==> src/rtl/cordic_angle_sequencer_if.sv <==
// Request/response and CORDIC-side handshake bundle for cordic_angle_sequencer.
// master drives requests and CORDIC status; slave is the sequencer itself.
interface cordic_angle_sequencer_if #(
  parameter int W = 16
);
  logic         req_valid;
  logic         req_ready;
  logic [W-1:0] req_angle;
  logic         req_op;
  logic         beg_FSM_CORDIC;
  logic         operation;
  logic [1:0]   shift_region_flag;
  logic [W-1:0] angle_out;
  logic         ready_CORDIC;
  logic [W-1:0] cordic_result;
  logic         ACK_FSM_CORDIC;
  logic         rsp_valid;
  logic         rsp_ready;
  logic [W-1:0] rsp_data;
  logic         rsp_error;

  modport master (
    output req_valid, req_angle, req_op, ready_CORDIC, cordic_result, rsp_ready,
    input  req_ready, beg_FSM_CORDIC, operation, shift_region_flag, angle_out,
           ACK_FSM_CORDIC, rsp_valid, rsp_data, rsp_error
  );

  modport slave (
    input  req_valid, req_angle, req_op, ready_CORDIC, cordic_result, rsp_ready,
    output req_ready, beg_FSM_CORDIC, operation, shift_region_flag, angle_out,
           ACK_FSM_CORDIC, rsp_valid, rsp_data, rsp_error
  );
endinterface

==> src/rtl/cordic_angle_sequencer.sv <==
// Accepts one angle request, range-reduces it by quadrant, starts the CORDIC
// FSM, waits (with timeout) for its result and returns it as a response.
module cordic_angle_sequencer #(
  parameter int W       = 16,
  parameter int TIMEOUT = 255
) (
  input  logic                      clk,
  input  logic                      reset,
  cordic_angle_sequencer_if.slave   bus
);
  localparam int CW = $clog2(TIMEOUT + 1);
  localparam logic [CW-1:0] LAST = CW'(TIMEOUT - 1);

  typedef enum logic [2:0] {IDLE, START, WAIT, ACK, RESP} state_t;

  state_t        state;
  logic [CW-1:0] cnt;
  logic [1:0]    quad;

  assign quad = bus.req_angle[W-1:W-2];

  always_ff @(posedge clk) begin
    if (reset) begin
      state                 <= IDLE;
      cnt                   <= '0;
      bus.req_ready         <= 1'b1;
      bus.beg_FSM_CORDIC    <= 1'b0;
      bus.operation         <= 1'b0;
      bus.shift_region_flag <= 2'b00;
      bus.angle_out         <= '0;
      bus.ACK_FSM_CORDIC    <= 1'b0;
      bus.rsp_valid         <= 1'b0;
      bus.rsp_data          <= '0;
      bus.rsp_error         <= 1'b0;
    end else begin
      case (state)
        IDLE: begin
          if (bus.req_valid) begin
            bus.operation         <= bus.req_op;
            bus.shift_region_flag <= quad;
            // Fourth quadrant maps to a negative angle (angle - 2*pi).
            bus.angle_out         <= {(quad == 2'b11) ? 2'b11 : 2'b00, bus.req_angle[W-3:0]};
            bus.req_ready         <= 1'b0;
            bus.beg_FSM_CORDIC    <= 1'b1;
            state                 <= START;
          end
        end
        START: begin
          bus.beg_FSM_CORDIC <= 1'b0;
          cnt                <= '0;
          state              <= WAIT;
        end
        WAIT: begin
          if (bus.ready_CORDIC) begin
            bus.rsp_data       <= bus.cordic_result;
            bus.rsp_error      <= 1'b0;
            bus.ACK_FSM_CORDIC <= 1'b1;
            state              <= ACK;
          end else if (cnt == LAST) begin
            bus.rsp_data  <= '0;
            bus.rsp_error <= 1'b1;
            bus.rsp_valid <= 1'b1;
            state         <= RESP;
          end else begin
            cnt <= cnt + 1'b1;
          end
        end
        ACK: begin
          bus.ACK_FSM_CORDIC <= 1'b0;
          bus.rsp_valid      <= 1'b1;
          state              <= RESP;
        end
        RESP: begin
          if (bus.rsp_ready) begin
            bus.rsp_valid <= 1'b0;
            bus.req_ready <= 1'b1;
            state         <= IDLE;
          end
        end
        default: begin
          state              <= IDLE;
          bus.req_ready      <= 1'b1;
          bus.beg_FSM_CORDIC <= 1'b0;
          bus.ACK_FSM_CORDIC <= 1'b0;
          bus.rsp_valid      <= 1'b0;
        end
      endcase
    end
  end
endmodule

==> src/flat_wrapper.sv <==
// flat-port wrapper written by rule: the top's interface ports become plain ports
module cordic_angle_sequencer_flat 
#(
  parameter int W       = 16,
  parameter int TIMEOUT = 255
)
  (clk, reset, bus_req_valid, bus_req_angle, bus_req_op, bus_ready_CORDIC, bus_cordic_result, bus_rsp_ready, bus_req_ready, bus_beg_FSM_CORDIC, bus_operation, bus_shift_region_flag, bus_angle_out, bus_ACK_FSM_CORDIC, bus_rsp_valid, bus_rsp_data, bus_rsp_error);
  cordic_angle_sequencer_if #(.W(W)) bus_i ();
  input  logic clk;
  input  logic reset;
  input wire logic [$bits(bus_i.req_valid)-1:0] bus_req_valid;
  input wire logic [$bits(bus_i.req_angle)-1:0] bus_req_angle;
  input wire logic [$bits(bus_i.req_op)-1:0] bus_req_op;
  input wire logic [$bits(bus_i.ready_CORDIC)-1:0] bus_ready_CORDIC;
  input wire logic [$bits(bus_i.cordic_result)-1:0] bus_cordic_result;
  input wire logic [$bits(bus_i.rsp_ready)-1:0] bus_rsp_ready;
  output wire logic [$bits(bus_i.req_ready)-1:0] bus_req_ready;
  output wire logic [$bits(bus_i.beg_FSM_CORDIC)-1:0] bus_beg_FSM_CORDIC;
  output wire logic [$bits(bus_i.operation)-1:0] bus_operation;
  output wire logic [$bits(bus_i.shift_region_flag)-1:0] bus_shift_region_flag;
  output wire logic [$bits(bus_i.angle_out)-1:0] bus_angle_out;
  output wire logic [$bits(bus_i.ACK_FSM_CORDIC)-1:0] bus_ACK_FSM_CORDIC;
  output wire logic [$bits(bus_i.rsp_valid)-1:0] bus_rsp_valid;
  output wire logic [$bits(bus_i.rsp_data)-1:0] bus_rsp_data;
  output wire logic [$bits(bus_i.rsp_error)-1:0] bus_rsp_error;
  assign bus_i.req_valid = bus_req_valid;
  assign bus_i.req_angle = bus_req_angle;
  assign bus_i.req_op = bus_req_op;
  assign bus_i.ready_CORDIC = bus_ready_CORDIC;
  assign bus_i.cordic_result = bus_cordic_result;
  assign bus_i.rsp_ready = bus_rsp_ready;
  assign bus_req_ready = bus_i.req_ready;
  assign bus_beg_FSM_CORDIC = bus_i.beg_FSM_CORDIC;
  assign bus_operation = bus_i.operation;
  assign bus_shift_region_flag = bus_i.shift_region_flag;
  assign bus_angle_out = bus_i.angle_out;
  assign bus_ACK_FSM_CORDIC = bus_i.ACK_FSM_CORDIC;
  assign bus_rsp_valid = bus_i.rsp_valid;
  assign bus_rsp_data = bus_i.rsp_data;
  assign bus_rsp_error = bus_i.rsp_error;
  cordic_angle_sequencer #(.W(W), .TIMEOUT(TIMEOUT)) u_core (.clk(clk), .reset(reset), .bus(bus_i));
endmodule
==> config.mk <==
export PLATFORM = sky130hd
export DESIGN_NAME = cordic_angle_sequencer_flat
export DESIGN_NICKNAME = d
export VERILOG_FILES = /design/src/rtl/cordic_angle_sequencer_if.sv /design/src/rtl/cordic_angle_sequencer.sv /design/src/flat_wrapper.sv
export SDC_FILE = /design/constraint.sdc
export NUM_CORES = 1
export LEC_CHECK = 0
export ABC_AREA = 1
export BUFFER_PORTS_ARGS = -buffer_cell sky130_fd_sc_hd__buf_2
export CAP_MARGIN = 10
export CORE_ASPECT_RATIO = 0.8
export CORE_MARGIN = 10
export CORE_UTILIZATION = 46
export CTS_BUF_LIST = sky130_fd_sc_hd__clkbuf_4 sky130_fd_sc_hd__clkbuf_8
export CTS_CLUSTER_DIAMETER = 40
export CTS_CLUSTER_SIZE = 40
export DETAILED_ROUTE_END_ITERATION = 8
export PLACE_DENSITY = 0.8
export RECOVER_POWER = 25
export SYNTH_ARGS = -nofsm -noshare
export SYNTH_HDL_FRONTEND = slang
export SYNTH_SLANG_ARGS = --single-unit
==> constraint.sdc <==
create_clock -name clk -period 1.4 [get_ports clk]
set_input_delay 0.28 -clock clk [delete_from_list [all_inputs] [get_ports clk]]
set_output_delay 0.28 -clock clk [all_outputs]
set_load 0.02 [all_outputs]
Word level (Yosys, flattened, before mapping)
Index checks and enable logic that the tools add are counted.
Word-level totals
  register bits after elaboration: 51
  logic and storage cells: 67
  output and inout port bits: 40
Cells by class
  bitwise gates (word level): 4
  multiplexer cells: 23
  add/sub/neg operators: 1
  reduce and logical (&&, ||, !) cells: 15
  equality and inequality tests: 13
Operators with widths (number)
  $mux 16: 2
  $mux 8: 2
  $pmux 8 s2: 1
  $pmux 3 s5: 1
  $mux 3: 4
  $ne 2x2->1 const B: 5
  $reduce_and 3->1: 3
  $reduce_or 3->1: 3
  $add 8x1->8 const B: 1
  $eq 8x8->1 const B: 1
  $mux 1: 8
  $reduce_and 2->1: 4
  $eq 3x2->1 const B: 2
  $not 1->1: 4
  $pmux 1 s2: 2
  $pmux 1 s4: 1
  $reduce_and 4->1: 1
  $reduce_bool 2->1: 2
  $eq 3x1->1 const B: 1
  $eq 3x3->1 const B: 1
  $logic_not 3->1: 1
  $ne 3x2->1 const B: 1
  $pmux 1 s3: 1
  $eq 2x2->1 const B: 1
  3 further kinds: 3

Depth between registers and ports, before layout
  word-level depth: 4
  gate-level depth with buffers: 10

Worst setup path after synthesis
OpenSTA, ideal clock, no wires.
  path kind: register to register
  start point: register u_core.cnt[0]
  end point: register u_core.state[2]
  clock period less this slack: 1.322 ns
  data required time: 1.288 ns
  path slack: 0.078 ns
  cell stages (with the launch flop): 11
  library setup time: 0.112 ns
  arrival time: 1.210 ns
  cell sequence: dfxtp_1 inv_1 ha_1 inv_1 nor2_2 nand2_2 nand2_2 buf_6 nand3_2 nor2_1 nor2_1
Between the ends
  longest elaborated chain between the ends: 3
RTL lines
  start, declared: RTL line cordic_angle_sequencer.sv:17  | logic [CW-1:0] cnt;
  start signal, assigned: RTL line cordic_angle_sequencer.sv:65  | cnt <= cnt + 1'b1;
  $eq 8x8->1: RTL line cordic_angle_sequencer.sv:59  | end else if (cnt == LAST) begin
  $ne 3x2->1 (no line)
  $reduce_and 3->1 (no line)
  end signal, assigned: RTL line cordic_angle_sequencer.sv:58  | state <= ACK;
  end signal, assigned: RTL line cordic_angle_sequencer.sv:63  | state <= RESP;
  end signal, assigned: RTL line cordic_angle_sequencer.sv:71  | state <= RESP;
  end, declared: RTL line cordic_angle_sequencer.sv:16  | state_t state;
No other way between the ends.
A chain may end at the register's enable or synchronous reset.

Worst setup path in the final report
  start point: register u_core.cnt[0]
  end point: register u_core.bus.rsp_data[7] (netlist bit)
Between the ends
  longest elaborated chain between the ends: 3
RTL lines
  $eq 8x8->1: RTL line cordic_angle_sequencer.sv:59
  $reduce_bool 2->1 (no line)
  $reduce_and 2->1 (no line)
  end signal, assigned: RTL line cordic_angle_sequencer.sv:55  | bus.rsp_data <= bus.cordic_result;
  end, declared: RTL line cordic_angle_sequencer_if.sv:31  | ACK_FSM_CORDIC, rsp_valid, rsp_data, rsp_error
No other way between the ends.

==> results.json <==
{
  "status": "completed",
  "setup-tns-final_ns": 0,
  "cts_max_level": 2,
  "path_cells": "inv_2, ha_1, inv_1, nor2_2, buf_4, nand3_4, nand3_1, a21oi_1",
  "num-fill-cells": 420,
  "clock_latency_ns": 0.32,
  "synthesis.nets": 328,
  "drc": 0,
  "drive_gt1_share_pct": 34.9,
  "synth.cell_area_um2": 2240,
  "ys_types": 26,
  "diodes": 0,
  "tightest_slew_ns": 0.317,
  "worst-path-buf-inv": 3,
  "grt_pass1_vias": 2087,
  "antenna_found_initial": 0,
  "fmax_ghz": 0.763,
  "worstSetupPathType": "register to register",
  "path_delay_family": "simple AND/OR/NAND/NOR gates",
  "crit_required_ns": 1.60,
  "synth_most_common_cell": "nand2_1",
  "ys_warn_count": 0,
  "synthFlopType": "dfxtp_1",
  "cts_sinks": 50,
  "ir_worst_vdd_mv": 0.887,
  "netlist_top_cells_area": "dfxtp_1, nand2_1, a21oi_1, nand3_1, nand2_2",
  "setup-violations-final": 0,
  "ioPinCount": 78,
  "end_kind": "register",
  "nets": 417,
  "synth_area_per_cell_um2": 7.77,
  "wl_per_cell_um": 14.3,
  "area_growth_pct": 29.2,
  "finalHoldViolCount": 0,
  "via_count": 2240,
  "dpl.hpwl_um": 4400,
  "wl_um": 6250,
  "hold_ws_ns": 0.199,
  "vias_per_cell": 5.11,
  "firstDrtPassIters": 4,
  "crit_fanout": 8,
  "worst_clock_skew_ns": 0.00884,
  "p_per_area_nw_per_um2": 1720,
  "grt_max_degree": 20,
  "crit_path_max_incr_delay_ns": 0.33,
  "grt_util_all_layers_pct": 14.2,
  "synth.top_cells.by_count": "nand2_1, dfxtp_1, a21oi_1, nand3_1",
  "worst-endpoint-arrival_ns": 1.51,
  "core_um2": 4650,
  "die_area_um2": 8070,
  "cts_hold_buf": 0,
  "yosysTopAreaCell": "dfxtp_1",
  "async_reset_ff_share_pct": 0,
  "cts-root-buf": "clkbuf_8",
  "synth-edff-count": 0,
  "period_minus_slack_ns": 1.31,
  "cts_inserted_buffers": 5,
  "ant_nets": 0,
  "grt_pass1_wl_um": 9610,
  "power.total_mw": 4.98,
  "initial_core_util_pct": 48.1,
  "clk_pin_slew_ns": 0.10,
  "cts_tree": "yes",
  "max-slew-margin-rel_pct": 78.8,
  "startpoint_type": "register",
  "cap_violations": 0,
  "synth_seq_cells": 50,
  "grt-ovfl-total": 0,
  "critPathSlowestCell": "dfxtp_2",
  "post-route-period-util_pct": 93.7,
  "die_y_um": 82.4,
  "die_x_um": 98.0,
  "cts_max_path_buffers": 2,
  "syn_inst": 288,
  "gp_congestion": 0.817,
  "hold_path_class": "primary input to register",
  "ys_seq_area_share_pct": 44.7,
  "power.leakage_nw": 1.20,
  "rows": 22,
  "synth_top_area_share_pct": 44.7,
  "port_buffers": 77,
  "drt_iter0_markers": 124,
  "finalMaxSlewViolations": 0
}
-- worst register-to-register path, stage by stage (launching register included) --
cell and delay (ns):
dfxtp_2 0.33, inv_2 0.06, ha_1 0.14, inv_1 0.05, nor2_2 0.13, buf_4 0.18, nand3_4 0.14, nand3_1 0.12
a21oi_1 0.07
-- power by group --
part	switching [mW]	total (mW)	internal, mW
Combinational	1.31	2.00	0.687
Clock	0.499	1.09	0.588
Sequential	0.198	1.90	1.70
-- logic make-up (layout without fill, tap and decap cells) --
kind of cell,after synthesis,count (layout),synth area share (%)
simple gates,152,155,32.6
compound gates,50,50,13.1
buf+inv,34,121,8.44
flops,50,50,44.7
fa+ha+maj,2,2,1.12
-- layer usage --
metal  wire (um)  part of all wire, %  global-route usage, %  up-vias
li1            -                    -                      -     1121
met1        2670                   43                   16.8     1020
met2        2800                   45                   22.1       84
met3         665                   11                   7.39       15
met4         108                  1.7                   4.64        0
met5           0                    0                      0        -
-- path summary, 6_finish.rpt --
kind | from | endpoint | slack, ns | depth (start not counted)
min reg2reg | u_core.bus.rsp_valid | u_core.bus.rsp_valid | 0.46 | 2
min | bus_req_angle[4] | u_core.bus.angle_out[4] | 0.20 | 3
max | u_core.cnt[0] | u_core.bus.rsp_data[7] | 0.09 | 8
max reg2reg | u_core.cnt[0] | u_core.bus.rsp_data[7] | 0.09 | 8
-- registers in the layout, indices dropped and copies added, names as in the netlist --
register / count
u_core.bus.rsp_data: 16
u_core.bus.angle_out: 15
u_core.cnt: 8
u_core.state: 3
u_core.bus.shift_region_flag: 2
u_core.bus.ACK_FSM_CORDIC: 1
u_core.bus.beg_FSM_CORDIC: 1
u_core.bus.operation: 1
u_core.bus.req_ready: 1
u_core.bus.rsp_error: 1
u_core.bus.rsp_valid: 1
-- cell type report --
type	count	area [um^2]	area share, %
clock buffers	6	82.6	2.86
clock inverters	2	38.8	1.34
inverters	20	76.3	2.64
multi-input cells	207	1120	38.9
flip-flops and latches	50	1000	34.7
well taps	60	75.1	2.60
repair buffers	93	490	17.0
-- layout by cell type, fill, tap and decap left out --
| cell | instances |
|---|---|
| buf_4 | 15 |
| a211oi_2 | 1 |
| o21ai_0 | 4 |
| a31oi_1 | 1 |
| nand2_1 | 73 |
| dfxtp_2 | 2 |
| ha_1 | 1 |
| clkbuf_1 | 22 |
| buf_2 | 55 |
| nor2_2 | 4 |
| nor2_4 | 3 |
| buf_12 | 1 |
| ha_2 | 1 |
| bufinv_16 | 1 |
| inv_6 | 1 |
| nand3_4 | 4 |
| nand3_1 | 33 |
| clkinv_2 | 1 |
| nand2_2 | 15 |
| nor3_2 | 1 |
| a21oi_1 | 33 |
| dfxtp_1 | 48 |
| inv_2 | 5 |
| a21oi_2 | 11 |
| nor2_1 | 14 |
| nand3b_1 | 2 |
| clkbuf_8 | 6 |
| nand3_2 | 3 |
| nor3_1 | 1 |
| inv_1 | 14 |
| nand2_4 | 2 |
-- metrics by stage --
stage / cells / instance area, um^2 / util [%] / worst slack [ns]
2_1_floorplan: 288 / 2240 / - / 0.0784
3_3_place_gp: 425 / 2700 / 58.1 / 0.0529
3_5_place_dp: 425 / 2700 / 58.1 / -0.0438
4_1_cts: 434 / 2850 / 61.2 / 0.0196
5_1_grt: 438 / 2890 / 62.2 / -0.0115
6_report: 438 / 2890 / 62.2 / 0.0886
-- what timing repair did --
| item | 4_1_cts | 5_1_grt |
|---|---|---|
| setup endpoints to repair | 9 | 31 |
| cloned | 1 | 2 |
| resized for setup | 2 | 12 |
| pin swaps | 0 | 3 |
| buffers inserted | 0 | 2 |
No activity file was read; power rests on OpenSTA's default activity.
